==> config.mk <==
export PLATFORM = sky130hd
export DESIGN_NAME = msg_request_scheduler
export DESIGN_NICKNAME = d
export VERILOG_FILES = /design/src/rtl/msg_request_scheduler.sv
export SDC_FILE = /design/constraint.sdc
export NUM_CORES = 1
export LEC_CHECK = 0
export ABC_AREA = 1
export CAP_MARGIN = 20
export CORE_MARGIN = 10
export CORE_UTILIZATION = 63
export DETAILED_ROUTE_END_ITERATION = 12
export PLACE_DENSITY = 0.87
export SKIP_LAST_GASP = 1
export SYNTH_ARGS = -nofsm -noshare
export SYNTH_HDL_FRONTEND = slang
export SYNTH_SLANG_ARGS = --single-unit
==> constraint.sdc <==
create_clock -name clk -period 10.3 [get_ports clk]
set_clock_uncertainty 0.15 [all_clocks]
set_input_delay 1.545 -clock clk [delete_from_list [all_inputs] [get_ports clk]]
set_output_delay 1.545 -clock clk [all_outputs]
set_load 0.005 [all_outputs]
==> src/rtl/msg_request_scheduler.sv <==
// -----------------------------------------------------------------------------
// msg_request_scheduler
//
// Queues message-creation requests from the session manager and hands them,
// one at a time and in arrival order, to the create-message engine. A request
// is only issued when the engine is not busy. The scheduler then waits for the
// engine's done pulse, with a watchdog that abandons the request if done never
// arrives.
//
// Ports
//   clk                 : clock, rising-edge
//   rst                 : synchronous active-high reset
//   initiate_msg_i      : request strobe (type 4'b0000 means "no request")
//   create_message_i    : message type code
//   targetCompId_i      : destination TargetCompID value
//   s_v_targetCompId_i  : TargetCompID size field
//   cm_busy_i           : create-message engine busy
//   cm_done_i           : create-message engine done (1-cycle pulse)
//   initiate_msg_o      : 1-cycle issue strobe to the engine
//   create_message_o    : issued message type (held until next issue)
//   targetCompId_o      : issued TargetCompID (held until next issue)
//   s_v_targetCompId_o  : issued size field (held until next issue)
//   pending_o           : queued, not yet issued requests
//   full_o              : request FIFO full
//   overflow_o          : 1-cycle pulse, a request was dropped
//   timeout_o           : 1-cycle pulse, watchdog expired
// -----------------------------------------------------------------------------

`ifndef VALUE_DATA_WIDTH
`define VALUE_DATA_WIDTH 32
`endif
`ifndef VALUE_SIZE
`define VALUE_SIZE 6
`endif
`ifndef LOGON
`define LOGON 4'd1
`endif
`ifndef LOGOUT
`define LOGOUT 4'd2
`endif
`ifndef HEARTBEAT
`define HEARTBEAT 4'd3
`endif
`ifndef resendReq
`define resendReq 4'd4
`endif

module msg_request_scheduler #(
  parameter int VALUE_WIDTH = `VALUE_DATA_WIDTH,
  parameter int SIZE        = `VALUE_SIZE,
  parameter int DEPTH_LOG2  = 3,
  parameter int TIMEOUT     = 1024
) (
  input  logic                   clk,
  input  logic                   rst,
  input  logic                   initiate_msg_i,
  input  logic [3:0]             create_message_i,
  input  logic [VALUE_WIDTH-1:0] targetCompId_i,
  input  logic [SIZE-1:0]        s_v_targetCompId_i,
  input  logic                   cm_busy_i,
  input  logic                   cm_done_i,
  output logic                   initiate_msg_o,
  output logic [3:0]             create_message_o,
  output logic [VALUE_WIDTH-1:0] targetCompId_o,
  output logic [SIZE-1:0]        s_v_targetCompId_o,
  output logic [DEPTH_LOG2:0]    pending_o,
  output logic                   full_o,
  output logic                   overflow_o,
  output logic                   timeout_o
);

  localparam int DEPTH   = 1 << DEPTH_LOG2;
  localparam int ENTRY_W = 4 + VALUE_WIDTH + SIZE;
  localparam int WD_W    = (TIMEOUT > 1) ? $clog2(TIMEOUT) : 1;

  typedef enum logic [0:0] {
    ST_IDLE      = 1'b0,
    ST_WAIT_DONE = 1'b1
  } state_t;

  state_t r_state;
  state_t w_state_next;

  // FIFO storage and bookkeeping
  logic [ENTRY_W-1:0]    r_mem [DEPTH];
  logic [DEPTH_LOG2-1:0] r_wr_ptr;
  logic [DEPTH_LOG2-1:0] r_rd_ptr;
  logic [DEPTH_LOG2:0]   r_count;

  logic [WD_W-1:0]       r_wdog;

  logic                   r_initiate;
  logic [3:0]             r_type;
  logic [VALUE_WIDTH-1:0] r_id;
  logic [SIZE-1:0]        r_size;
  logic                   r_overflow;
  logic                   r_timeout;

  logic               w_full;
  logic               w_empty;
  logic               w_req;
  logic               w_push;
  logic               w_drop;
  logic               w_pop;
  logic               w_expire;
  logic [ENTRY_W-1:0] w_wdata;
  logic [ENTRY_W-1:0] w_head;

  assign w_full  = (r_count == (DEPTH_LOG2+1)'(DEPTH));
  assign w_empty = (r_count == '0);

  // A zero type code is a null request: neither queued nor counted as dropped.
  assign w_req   = initiate_msg_i && (create_message_i != 4'b0000);

  // A full FIFO can still take a request when the head leaves in the same cycle.
  assign w_push  = w_req && (!w_full || w_pop);
  assign w_drop  = w_req && w_full && !w_pop;

  assign w_wdata = {create_message_i, targetCompId_i, s_v_targetCompId_i};
  assign w_head  = r_mem[r_rd_ptr];

  // ---------------------------------------------------------------------------
  // FSM: state register
  // ---------------------------------------------------------------------------
  always_ff @(posedge clk) begin
    if (rst) begin
      r_state <= ST_IDLE;
    end else begin
      r_state <= w_state_next;
    end
  end

  // ---------------------------------------------------------------------------
  // FSM: next-state logic
  // ---------------------------------------------------------------------------
  always_comb begin
    w_state_next = r_state;
    unique case (r_state)
      ST_IDLE: begin
        if (w_pop) begin
          w_state_next = ST_WAIT_DONE;
        end
      end
      ST_WAIT_DONE: begin
        // done wins over an expiring watchdog in the same cycle
        if (cm_done_i || w_expire) begin
          w_state_next = ST_IDLE;
        end
      end
      default: w_state_next = ST_IDLE;
    endcase
  end

  // ---------------------------------------------------------------------------
  // FSM: output decode
  // ---------------------------------------------------------------------------
  always_comb begin
    w_pop    = 1'b0;
    w_expire = 1'b0;
    unique case (r_state)
      ST_IDLE:      w_pop    = !w_empty && !cm_busy_i;
      ST_WAIT_DONE: w_expire = !cm_done_i && (r_wdog == WD_W'(TIMEOUT - 1));
      default: begin
        w_pop    = 1'b0;
        w_expire = 1'b0;
      end
    endcase
  end

  // ---------------------------------------------------------------------------
  // FIFO
  // ---------------------------------------------------------------------------
  always_ff @(posedge clk) begin
    if (w_push && !rst) begin
      r_mem[r_wr_ptr] <= w_wdata;
    end
  end

  // Pointers wrap naturally at 2^DEPTH_LOG2; the occupancy counter
  // separates full from empty when they are equal.
  always_ff @(posedge clk) begin
    if (rst) begin
      r_wr_ptr <= '0;
      r_rd_ptr <= '0;
      r_count  <= '0;
    end else begin
      if (w_push) begin
        r_wr_ptr <= r_wr_ptr + 1'b1;
      end
      if (w_pop) begin
        r_rd_ptr <= r_rd_ptr + 1'b1;
      end
      unique case ({w_push, w_pop})
        2'b10:   r_count <= r_count + 1'b1;
        2'b01:   r_count <= r_count - 1'b1;
        default: r_count <= r_count;
      endcase
    end
  end

  // ---------------------------------------------------------------------------
  // Watchdog: restarts on every issue, counts while waiting for done
  // ---------------------------------------------------------------------------
  always_ff @(posedge clk) begin
    if (rst || w_pop) begin
      r_wdog <= '0;
    end else if (r_state == ST_WAIT_DONE) begin
      r_wdog <= r_wdog + 1'b1;
    end
  end

  // ---------------------------------------------------------------------------
  // Registered outputs; issued fields only change on the next issue
  // ---------------------------------------------------------------------------
  always_ff @(posedge clk) begin
    if (rst) begin
      r_initiate <= 1'b0;
      r_type     <= '0;
      r_id       <= '0;
      r_size     <= '0;
      r_overflow <= 1'b0;
      r_timeout  <= 1'b0;
    end else begin
      r_initiate <= w_pop;
      r_overflow <= w_drop;
      r_timeout  <= w_expire;
      if (w_pop) begin
        {r_type, r_id, r_size} <= w_head;
      end
    end
  end

  assign initiate_msg_o     = r_initiate;
  assign create_message_o   = r_type;
  assign targetCompId_o     = r_id;
  assign s_v_targetCompId_o = r_size;
  assign pending_o          = r_count;
  assign full_o             = w_full;
  assign overflow_o         = r_overflow;
  assign timeout_o          = r_timeout;

endmodule

### Word level (Yosys, flattened, before mapping)

Memories as Yosys holds them, arrays and structs flattened. A register that Yosys moved wholly into a read port is not among the register bits.
Index checks and enable logic that the tools add are counted.
Widths: inputs -> output; s select.

| cells by class | value |
|---|---|
| add/sub/neg operators | 5 |
| equal/unequal tests | 4 |
| mux-type cells | 8 |
| bitwise operators | 1 |
| reductions and logical operators | 19 |

Operators with widths:

| cell | count |
|---|---|
| $add 10x1->10 const B | 1 |
| $eq 10x10->1 const B | 1 |
| $pmux 4 s2 | 1 |
| $logic_and 1x1->1 | 7 |
| $add 3x1->3 const B | 2 |
| $logic_not 1->1 | 6 |
| $mux 1 | 6 |
| $add 4x1->4 const B | 1 |
| $eq 4x4->1 const B | 1 |
| $logic_not 4->1 | 1 |
| $reduce_bool 4->1 | 1 |
| $sub 4x1->4 const B | 1 |
| $logic_or 1x1->1 | 3 |
| $eq 2x1->1 const B | 1 |
| $eq 2x2->1 const B | 1 |
| $pmux 1 s2 | 1 |
| $reduce_bool 2->1 | 1 |
| $not 1->1 | 1 |

| storage, ports and cells | value |
|---|---|
| bits in registers | 24 |
| bits in writable memories | 336 |
| input port bits | 47 |
| logic and storage cells | 46 |
| memories | 1 |

Memories:

| memory | depth | bits a word | read ports | clocked after Yosys merged registers in | write ports | line | RTL |
|---|---|---|---|---|---|---|---|
| r_mem | 8 | 42 | 1 | 1 | 1 | 85 | `logic [ENTRY_W-1:0] r_mem [DEPTH];` |

### Depth between registers and ports, before layout

Gate-level depths: netlist of run 1.

| logic depth | value |
|---|---|
| word-level depth | 9 |
| mapped depth | 15 |
| mapped depth without buffers | 15 |

### Worst setup path before layout of run 1

Ideal clock, no wire load.

| path | value |
|---|---|
| path type | input port to flip-flop |
| from | in cm_busy_i |
| to | mem r_mem[1][0] (netlist name), enable pin |
| setup time | 442 ps |
| arrival | 3871 ps |
| data required time | 9708 ps |
| slack | 5838 ps |
| cell stages on the path | 5 |
| cells stage by stage | nor2_4 nand2_4 a21oi_2 nand3_1 nor2_1 |

| on the way | value |
|---|---|
| cells in the longest elaborated chain, start to end | 8 |

RTL lines:

| what | line | RTL |
|---|---|---|
| start: declaration | 60 | `input logic cm_busy_i,` |
| $logic_not 1->1 | 161 | `ST_IDLE: w_pop = !w_empty && !cm_busy_i;` |
| $logic_and 1x1->1 | 161 |  |
| $mux 1 | 160 | `unique case (r_state)` |
| $logic_or 1x1->1 | 116 | `assign w_push = w_req && (!w_full \|\| w_pop);` |
| $logic_and 1x1->1 | 116 |  |
| $logic_and 1x1->1 | 174 | `if (w_push && !rst) begin` |
| $mux 1 | 174 |  |
| $mux 1 (implied by the code) | 175 | `r_mem[r_wr_ptr] <= w_wdata;` |
| end: declaration | 85 |  |

No other way between the ends.

### Worst setup path after layout of run 1

| path | value |
|---|---|
| from | in create_message_i[1] |
| to | mem r_mem[7][21] (netlist name), enable pin |

| on the way | value |
|---|---|
| cells in the longest elaborated chain, start to end | 6 |

RTL lines:

| what | line | RTL |
|---|---|---|
| start: declaration | 57 | `input logic [3:0] create_message_i,` |
| $reduce_bool 4->1 | 113 | `assign w_req = initiate_msg_i && (create_message_i != 4'b0000);` |
| $logic_and 1x1->1 | 113 |  |
| $logic_and 1x1->1 | 116 |  |
| $logic_and 1x1->1 | 174 |  |
| $mux 1 | 174 |  |
| $mux 1 (implied by the code) | 175 |  |

No other way between the ends.

==> out/metrics.csv, run 1 <==
stage;metric;value;unit
run_status;status;finished, final reports clean;
global_route;vias in the first global route;9961;
flow_run;MaxCap Viol Count;0;
sta;setup ws final;5990;ps
min_path;Hold WC Path Type;reg2reg;
min_path;Hold Crit Start;targetCompId_o[5]$_SDFFE_PP0P_;
sta;final setup TNS;0;ps
sta;RSZ-0062 raised after global routing;false;
place;dpl cells;1610;
route;ANT nets after route;0;
route;DRT Pass-1 Iters;7;
clocking;Post-CTS Setup Bufs;0;
clocking;H-tree Lvls;2;
clocking;Clock Tree Root;clkbuf_16;
synth;post-synthesis cell area;15600;um^2
route;# DRC;0;
synth;most common cell in the netlist;edfxtp_1;
route;drt via density;5.99;
power_and_ir_drop;sw frac;29.9;%
global_route;GRT Util Overall;21.4;%
finish;Layout Nets;1380;
synth;YS warnings;0;
floorplan;core footprint;24300;um^2
power_and_ir_drop;sequential share of power;47.3;%
global_route;GRT overflow;0;
sta;Final setup viols;0;
floorplan;die height;177;um
synth;Syn Area/Cell;12.4;um^2
place;RePlAce Congestion;0.832;
clocking;hold_buf cts;0;
clocking;Clock Sinks;402;
power_and_ir_drop;switching power;1.26;mW
clocking;Clock Tree Buf Depth;3;
sta;Hold Vio Cnt, Final;0;
place;port bufs;96;
synth;Seq/Total Area, Yosys;73.4;%
route;wire per inst;20.5;um
critical_path;worst-path fanout max;27;
global_route;antenna violations before repair;0;
floorplan;Ports;97;
sta;FMAX;232;MHz
synth;net count after synthesis;1306;
route;total wire length;34400;um
critical_path;worst path arrival time;4310;ps
power_and_ir_drop;combinational fraction of design power;21.8;%
critical_path;worst r2r src;r_rd_ptr[0]$_SDFFE_PP0P_;
sta;Relative slew margins;26.0;%
clocking;clock latency on the worst-skew pair;520;ps
finish;final instance area;17800;um^2
power_and_ir_drop;clock power share;30.9;%
floorplan;row count;57;
sta;Slew Viols, Final;0;
power_and_ir_drop;P_int;2.97;mW
critical_path;CP Launch Point;create_message_i[1];
power_and_ir_drop;Max rail drop VDD;159;uV
synth;Yosys cell types;35;
synth;Post-synth EDFFs;336;
clocking;TritonCTS clock tree;built;
critical_path;Setup CP Type;in2reg;
synth;synth top area cells;edfxtp_1 65%, dfxtp_1 8.5%, nor2_1 6.6%;
global_route;largest net degree at the start of global routing;111;
place;Area after DPL;16600;um^2
sta;Worst Tran Pin Value;1110;ps
floorplan;die area;31400;um^2
synth;leading area contributor after synthesis;edfxtp_1;
clocking;cts bufs inserted;39;
finish;fin cells;1681;
floorplan;Die X;177;um
synth;Synth Flop Type;edfxtp_1;
critical_path;WP data required;10310;ps
critical_path;CP endpoint kind;register;
finish;ANT cells;0;
route;number of vias in the routed layout;10100;
synth;Post-Synthesis Cells;1253;
place;dpl hpwl;19000;um
floorplan;Initial Utilization;63.9;%
synth;synthesized flop and latch total;402;
global_route;first-pass GRT wire length;53200;um
power_and_ir_drop;Power Density;237;nW/um^2
power_and_ir_drop;Leak;6.03;nW
route;initial DRC count;1330;
sta;fin crit share;41.8;%
finish;Syn-to-layout area delta;14.6;%
clocking;CTS clk-pin slew, worst paths;60;ps
synth;top cell type's share of synthesized area;64.9;%
sta;Final Critical Period;4310;ps
clocking;Post-CTS Resized;0;
synth;commonest cells in the netlist;336 x edfxtp_1, 274 x nor2_1, 160 x o21ai_0;
finish;layout cells sized above 1;7.22;%
place;pre-CTS setup slack;5500;ps
critical_path;Worst Setup Start Kind;input port;
synth;asr flop ratio synth;0;%
[logic make-up after synthesis]
| kind of cell | count (synthesis) | synth area share (%) |
|---|---|---|
| AO/OA/AOI/OAI | 279 | 10.4 |
| XOR/XNOR | 4 | 0.225 |
| adder cells (fa/ha/maj) | 6 | 0.531 |
| buffers and inverters | 101 | 3.47 |
| flip-flops | 402 | 73.4 |
| AND/OR/NAND/NOR | 461 | 12.0 |
[stage by stage]
step / hold slack (ps) / power [mW] / utilization (%)
global placement: 287 / 2.90 / 68.4
finish: 299 / 4.23 / 73.3
floorplan: 291 / 2.62 / -
CTS: 301 / 4.24 / 73.3
global route: 318 / 4.43 / 73.3
detailed placement: 288 / 2.94 / 68.4
[per-layer routing]
metal | track usage [%] | wire [um] | up-vias
met5 | 0 | 0 | -
met4 | 8.34 | 880 | 0
met3 | 3.61 | 2900 | 71
met2 | 36.7 | 17600 | 493
met1 | 26.7 | 13100 | 4876
li1 | - | - | 4631
[power by group through the flow]
stage	clock [mW]	combinational (mW)	sequential [mW]
2_1_floorplan	0	0.656	1.97
3_3_place_gp	0	0.869	2.03
3_5_place_dp	0	0.908	2.03
4_1_cts	1.32	0.924	2.00
5_1_grt	1.39	1.02	2.02
6_report	1.31	0.921	2.00
[flip-flops by register name, indices dropped and copies added (netlist names)]
register            cells
r_mem                 336
create_message_o        4
pending_o               4
targetCompId_o         32
initiate_msg_o          1
r_wr_ptr                3
r_rd_ptr                3
s_v_targetCompId_o      6
r_wdog                 10
r_state                 1
timeout_o               1
overflow_o              1
[path summary, 6_finish.rpt]
path | endpoint | slack, ps | cells past startpoint
worst max register to register | create_message_o[2]$_SDFFE_PP0P_ | 7120 | 6
worst max-delay path | r_mem[7][21]$_DFFE_PP_ | 5990 | 8
worst min register to register | targetCompId_o[5]$_SDFFE_PP0P_ | 300 | 2
worst min-delay path | targetCompId_o[5]$_SDFFE_PP0P_ | 300 | 2
[worst max-delay path, cell delays in order]
cell             delay [ps]
clkdlybuf4s50_1         680
nor2_1                  150
nand2_1                 130
nand2_1                 100
a21oi_2                 200
nand3_1                 340
nor2_4                  610
buf_4                   540
[cells in the final DEF (no fill, tap or decap), drive strengths merged, types with 2 or more instances in the layout]
cell type,n
o21ai,180
ha,5
clkdlybuf4s50,96
xor2,3
inv,25
dfxtp,66
buf,13
clkinv,20
nand4,3
nor2,286
o211ai,84
and3,2
clkbuf,50
nand3,50
a21oi,12
nand2,118
edfxtp,336
[area by class of cell]
class / count / area (um^2)
fill: 1446 / 6500
multi-input combinational: 750 / 3660
sequential: 402 / 11400
clock buffer: 50 / 1080
inverter: 25 / 96.3
tap: 324 / 405
timing repair buffer: 109 / 1060
clock inverter: 21 / 95.1
Power figures use the tool's default switching activity.
==> run 2: changes to the inputs <==
--- a/config.mk
+++ b/config.mk
@@ -8,9 +8,9 @@
 export ABC_AREA = 1
 export CAP_MARGIN = 20
 export CORE_MARGIN = 10
-export CORE_UTILIZATION = 63
+export CORE_UTILIZATION = 59
 export DETAILED_ROUTE_END_ITERATION = 12
-export PLACE_DENSITY = 0.87
+export PLACE_DENSITY = 0.82
 export SKIP_LAST_GASP = 1
 export SYNTH_ARGS = -nofsm -noshare
 export SYNTH_HDL_FRONTEND = slang
==> constraint.sdc (replaced) <==
create_clock -name clk -period 4.32 [get_ports clk]
set_clock_uncertainty 0.15 [all_clocks]
set_input_delay 0.648 -clock clk [delete_from_list [all_inputs] [get_ports clk]]
set_output_delay 0.648 -clock clk [all_outputs]
set_load 0.005 [all_outputs]
==> run 2 against run 1 <==
  * Wire length rose by 1.6%
  * Final area rose by 1.2%
  * Largest power group unchanged
  * Largest cell class unchanged
  * Worst setup slack got worse by 4700 ps
==> out/metrics.csv, run 2 (synthesis gave the netlist of run 1 again) <==
stage;metric;value;unit;change
sta;Final Critical Period;3020;ps;
global_route;largest net degree at the start of global routing;97;;-13%
run_status;status;finished, final reports clean;;
floorplan;die area;33300;um^2;+6.0%
route;number of vias in the routed layout;10100;;-0.070%
finish;Reg with most FFs;r_mem;;
power_and_ir_drop;sw frac;29.6;%;-0.34 points
global_route;GRT overflow;0;;unchanged
place;port bufs;96;;unchanged
clocking;H-tree Lvls;2;;unchanged
route;DRT Pass-1 Iters;6;;-1
critical_path;CP endpoint kind;register;;
floorplan;Initial Utilization;59.8;%;-4.1 points
critical_path;Cell Chain, Critical Path;clkdlybuf4s50_1 -> nor2_1 -> nand2_1 -> nand2_1 -> a21oi_2 -> nand3_1 -> nor2_4 -> buf_4;;
clocking;cts bufs inserted;41;;+5.1%
critical_path;worst-path fanout max;42;;+56%
power_and_ir_drop;combinational fraction of design power;22.5;%;+0.7 points
min_path;WHS Path Cells;2;;unchanged
floorplan;die height;182;um;+3.0%
finish;final design utilization;69.4;%;-3.8 points
clocking;clock latency on the worst-skew pair;530;ps;about the same
route;total wire length;35000;um;+1.6%
finish;FILL cells;1691;;+17%
route;wire per inst;20.5;um;+0.23%
critical_path;WP data required;4320;ps;-5990 ps
power_and_ir_drop;Max rail drop VDD;491;uV;+210%
finish;most common cell after layout, fill and taps aside;edfxtp_1;;
sta;FMAX;331;MHz;
clocking;Post-CTS Setup Bufs;0;;unchanged
flow_run;MaxCap Viol Count;0;;unchanged
clocking;Post-CTS Resized;0;;unchanged
sta;Worst Tran Pin Value;1030;ps;-79.6 ps
finish;area of the multi-input gates;3660;um^2;unchanged
critical_path;slowest stage delay, CP;660;ps;-20 ps
power_and_ir_drop;Leak;6.13;nW;+1.7%
power_and_ir_drop;Power Density;573;nW/um^2;+140%
sta;Slew Viols, Final;0;;unchanged
power_and_ir_drop;switching power;3.06;mW;+140%
clocking;CTS clk-pin slew, worst paths;60;ps;about the same
global_route;GRT Util Overall;20.7;%;-0.76 points
sta;RSZ-0062 raised after global routing;false;;
sta;Final setup viols;0;;unchanged
route;# DRC;0;;unchanged
finish;most frequent cells in the layout;336 x edfxtp_1, 266 x nor2_1, 160 x o21ai_0;;
place;RePlAce Congestion;0.843;;+1.3%
global_route;vias in the first global route;10000;;+0.56%
finish;ANT cells;0;;unchanged
clocking;Clock Sinks;402;;unchanged
critical_path;Most Frequent Cell on Critical Path;nand2_1;;
clocking;Clock Tree Root;clkbuf_16;;
route;ANT nets after route;0;;unchanged
power_and_ir_drop;sequential share of power;45.3;%;-2.0 points
power_and_ir_drop;P_int;7.28;mW;+150%
floorplan;Die X;182;um;+3.0%
route;drt via density;5.91;;-1.4%
clocking;Clock Tree Buf Depth;3;;unchanged
critical_path;Worst R2R Path Depth;7;;+1
finish;layout cells sized above 1;7.96;%;+0.74 points
critical_path;Worst Setup Start Kind;input port;;
global_route;first-pass GRT wire length;55200;um;+3.9%
floorplan;Ports;97;;unchanged
route;initial DRC count;1179;;-11%
sta;final setup TNS;0;ps;unchanged
critical_path;worst path arrival time;3020;ps;-1290 ps
finish;Syn-to-layout area delta;16.0;%;
power_and_ir_drop;clock power share;32.3;%;+1.4 points
sta;fin crit share;69.9;%;
sta;Relative slew margins;31.2;%;+5.2 points
finish;FF+latch area;11400;um^2;unchanged
clocking;hold_buf cts;0;;unchanged
sta;Hold Vio Cnt, Final;0;;unchanged
critical_path;Setup CP Type;in2reg;;
floorplan;core footprint;26000;um^2;+6.8%
finish;max reg flops;336;;unchanged
clocking;TritonCTS clock tree;built;;
min_path;Hold WC Path Type;reg2reg;;
critical_path;Critical-path top delay cell;clkdlybuf4s50_1;;
finish;Layout Nets;1391;;+0.80%
floorplan;row count;59;;+3.5%
place;dpl hpwl;19700;um;+3.8%
global_route;antenna violations before repair;0;;unchanged
==> run 2: critical path: cells and delay by family <==
kind / cells / cell delay, ps
AO/OA/AOI/OAI: 1 / 200
buffers and inverters: 2 / 1230
AND/OR/NAND/NOR: 5 / 900
==> run 2: path summary, 6_finish.rpt <==
kind	to	from	slack [ps]
min	create_message_o[0]$_SDFFE_PP0P_	create_message_o[0]$_SDFFE_PP0P_	300
min reg2reg	create_message_o[0]$_SDFFE_PP0P_	create_message_o[0]$_SDFFE_PP0P_	300
max reg2reg	r_mem[3][24]$_DFFE_PP_	pending_o[1]$_SDFFE_PP0P_	1740
max	r_mem[3][24]$_DFFE_PP_	create_message_i[0]	1300
==> run 2: final cells by class <==
cell class	count	share of cell area (%)
Timing Repair Buffer	118	6.49
Tap cell	335	2.32
Clock buffer	61	6.50
Clock inverter	13	0.534
Sequential cell	402	63.3
Inverter	25	0.534
Multi-Input combinational cell	750	20.3
==> run 2: stage by stage <==
step / setup slack (ps) / instances / total power, mW / hold slack, ps / cell area, um^2
3_5_place_dp: 813 / 1630 / 7.06 / 289 / 16800
5_1_grt: 1130 / 1704 / 10.8 / 315 / 18000
3_3_place_gp: 889 / 1629 / 6.94 / 287 / 16700
6_report: 1300 / 1704 / 10.3 / 298 / 18000
2_1_floorplan: 755 / 1253 / 6.25 / 291 / 15600
4_1_cts: 1340 / 1704 / 10.4 / 301 / 18000
==> run 2: layer usage <==
metal	vias to the layer above	GRT usage [%]	part of all wire, %
met4	0	6.41	1.9
met1	4897	26.9	40
met2	448	34.6	50
li1	4664	-	-
met3	55	3.66	7.6
met5	-	0	0
==> run 2: power groups by stage <==
stage | clock (mW) | sequential (mW) | combinational (mW)
2_1_floorplan | 0 | 4.69 | 1.56
4_1_cts | 3.38 | 4.68 | 2.34
3_3_place_gp | 0 | 4.74 | 2.20
3_5_place_dp | 0 | 4.75 | 2.31
6_report | 3.34 | 4.68 | 2.32
5_1_grt | 3.52 | 4.71 | 2.60
==> run 3: changes to the inputs <==
==> constraint.sdc (replaced) <==
create_clock -name clk -period 3.05 [get_ports clk]
set_clock_uncertainty 0.15 [all_clocks]
set_input_delay 0.4575 -clock clk [delete_from_list [all_inputs] [get_ports clk]]
set_output_delay 0.4575 -clock clk [all_outputs]
set_load 0.005 [all_outputs]
==> run 3 against run 2 <==
  * Cell count up 0.59%
  * Wire length fell by 0.33%
  * Largest power group unchanged
  * Highest routed layer unchanged
  * Critical path type is now reg2out
  * Non-clock buffer count up 13
==> out/metrics.csv, run 3 (synthesis gave the netlist of run 1 again) <==
stage;metric;value;unit;change
critical_path;worst r2r src;pending_o[1]$_SDFFE_PP0P_;;
sta;Slew Viols, Final;0;;unchanged
finish;final instance area;18300;um^2;+1.5%
power_and_ir_drop;Power Density;812;nW/um^2;+42%
sta;hold_ws;298;ps;+0.245 ps
sta;FMAX;412;MHz;
clocking;Clock Tree Buf Depth;3;;unchanged
finish;layout cells sized above 1;8.99;%;+1.0 points
global_route;GRT Util Overall;20.2;%;-0.47 points
clocking;hold_buf cts;0;;unchanged
floorplan;core footprint;26000;um^2;unchanged
finish;Syn-to-layout area delta;17.8;%;
global_route;first-pass GRT wire length;54400;um;-1.5%
sta;Final setup viols;0;;unchanged
floorplan;die area;33300;um^2;unchanged
route;initial DRC count;1258;;+6.7%
global_route;GR Util met3;3.36;%;-0.30 points
sta;Hold Vio Cnt, Final;0;;unchanged
sta;Relative slew margins;58.7;%;+28 points
clocking;Post-CTS Resized;0;;unchanged
clocking;CTS clk-pin slew, worst paths;60;ps;about the same
floorplan;Die X;182;um;unchanged
clocking;H-tree Lvls;2;;unchanged
power_and_ir_drop;Leak;6.24;nW;+1.8%
min_path;Hold Crit Start;s_v_targetCompId_o[5]$_SDFFE_PP0P_;;
floorplan;Initial Utilization;59.8;%;unchanged
clocking;TritonCTS clock tree;built;;
clocking;Post-CTS Setup Bufs;0;;unchanged
power_and_ir_drop;Final Total Pwr;14.9;mW;+44%
power_and_ir_drop;sw frac;29.5;%;about the same
route;total wire length;34900;um;-0.33%
route;number of vias in the routed layout;10200;;+1.1%
critical_path;R2R Path End;r_mem[6][25]$_DFFE_PP_;;
place;RePlAce Congestion;0.826;;-2.0%
sta;fin crit share;79.6;%;
critical_path;CP endpoint kind;primary output;;
clocking;clock latency on the worst-skew pair;530;ps;about the same
critical_path;worst path arrival time;1820;ps;-1200 ps
min_path;WHS Path Cells;2;;unchanged
power_and_ir_drop;combinational fraction of design power;23.4;%;+0.9 points
finish;ANT cells;0;;unchanged
floorplan;Ports;97;;unchanged
floorplan;die height;182;um;unchanged
route;wire per inst;20.4;um;-0.91%
finish;fin cells;1714;;+0.59%
finish;final design utilization;70.5;%;+1.1 points
clocking;Clock Sinks;402;;unchanged
place;port bufs;96;;unchanged
global_route;vias in the first global route;10200;;+1.9%
global_route;GR peak layer;met2;;
flow_run;MaxCap Viol Count;0;;unchanged
sta;RSZ-0062 raised after global routing;false;;
run_status;status;finished, final reports clean;;
critical_path;worst-path fanout max;5;;-88%
floorplan;row count;59;;unchanged
min_path;Hold WC Path Type;reg2reg;;
global_route;largest net degree at the start of global routing;113;;+16%
place;dpl cells;1642;;+0.74%
power_and_ir_drop;switching power;4.40;mW;+44%
power_and_ir_drop;sequential share of power;44.1;%;-1.2 points
power_and_ir_drop;P_int;10.5;mW;+44%
critical_path;r2r setup slk;840;ps;-900 ps
place;Area after DPL;17000;um^2;+1.4%
place;dpl hpwl;20400;um;+3.9%
finish;Layout Nets;1402;;+0.79%
finish;most common cell after layout, fill and taps aside;edfxtp_1;;
finish;most frequent cells in the layout;336 x edfxtp_1, 266 x nor2_1, 160 x o21ai_0;;
critical_path;Worst Setup Start Kind;register;;
route;# DRC;0;;unchanged
min_path;hold path endpoint;s_v_targetCompId_o[5]$_SDFFE_PP0P_;;
global_route;met2 Use GR;34.5;%;-0.13 points
power_and_ir_drop;Max rail drop VDD;590;uV;+20%
global_route;met1 layer usage reported by global route;25.4;%;-1.5 points
global_route;GRT overflow;0;;unchanged
sta;Final Critical Period;2430;ps;
route;ANT nets after route;0;;unchanged
global_route;antenna violations before repair;0;;unchanged
sta;Worst Tran Pin Value;619;ps;-412 ps
critical_path;Setup CP Type;reg2out;;
route;DRT Pass-1 Iters;6;;unchanged
finish;FILL cells;1662;;-1.7%
critical_path;Worst R2R Path Depth;7;;unchanged
power_and_ir_drop;clock power share;32.4;%;about the same
critical_path;WP data required;2440;ps;-1880 ps
clocking;cts bufs inserted;39;;-4.9%
finish;max reg flops;336;;unchanged
finish;Reg with most FFs;r_mem;;
clocking;Clock Tree Root;clkbuf_16;;
route;drt via density;5.94;;+0.54%
==> run 3: cell types whose count changed in the layout (fill, tap and decap cells not counted), sizes merged <==
cell / previous run / this run
buf: 22 / 35
clkbuf: 61 / 54
bufinv: 1 / 4
inv: 25 / 27
clkinv: 12 / 11
==> run 3: worst max path at each step <==
stage | startpoint | to | depth (start not counted)
finish | pending_o[1]$_SDFFE_PP0P_ | full_o | 4
global route | create_message_i[0] | pending_o[3]$_SDFFE_PP0P_ | 15
CTS | pending_o[1]$_SDFFE_PP0P_ | full_o | 4
detailed placement | create_message_i[0] | r_mem[6][14]$_DFFE_PP_ | 8
global placement | create_message_i[0] | r_mem[6][13]$_DFFE_PP_ | 8
floorplan | cm_busy_i | r_mem[1][0]$_DFFE_PP_ | 5
==> run 3: stage by stage <==
stage               TNS (ps)  worst slack, ps
CTS                        0              597
global route               0              453
finish                     0              623
global placement           0              233
detailed placement         0              101
floorplan             -81270             -325
==> run 3: area by class of cell <==
| class | count | area (um^2) | area share (%) |
|---|---|---|---|
| Sequential cell | 402 | 11400 | 62.4 |
| Inverter | 25 | 96.3 | 0.526 |
| Tap cell | 335 | 419 | 2.29 |
| Clock inverter | 17 | 201 | 1.10 |
| Clock buffer | 54 | 1080 | 5.92 |
| Multi-Input combinational cell | 750 | 3660 | 20.0 |
| Timing Repair Buffer | 131 | 1430 | 7.82 |
==> run 3: critical path: stages (launching register included) <==
cell             delay, ps
dfxtp_1                360
nor2_1                 130
nand3_1                110
inv_1                  160
clkdlybuf4s50_1        540
==> run 3: metal layers <==
layer	share of wire [%]	routed length (um)
met1	40	14100
met2	51	17700
met3	6.3	2190
met4	2.8	967
met5	0	0
==> run 3: power by group through the flow <==
stage | sequential (mW) | clock [mW] | combinational (mW)
final | 6.57 | 4.82 | 3.49
after global routing | 6.61 | 5.06 | 3.86
after CTS | 6.56 | 4.87 | 3.46
after detailed placement | 6.67 | 0 | 3.42
after global placement | 6.66 | 0 | 3.29
after floorplan | 6.64 | 0 | 2.22
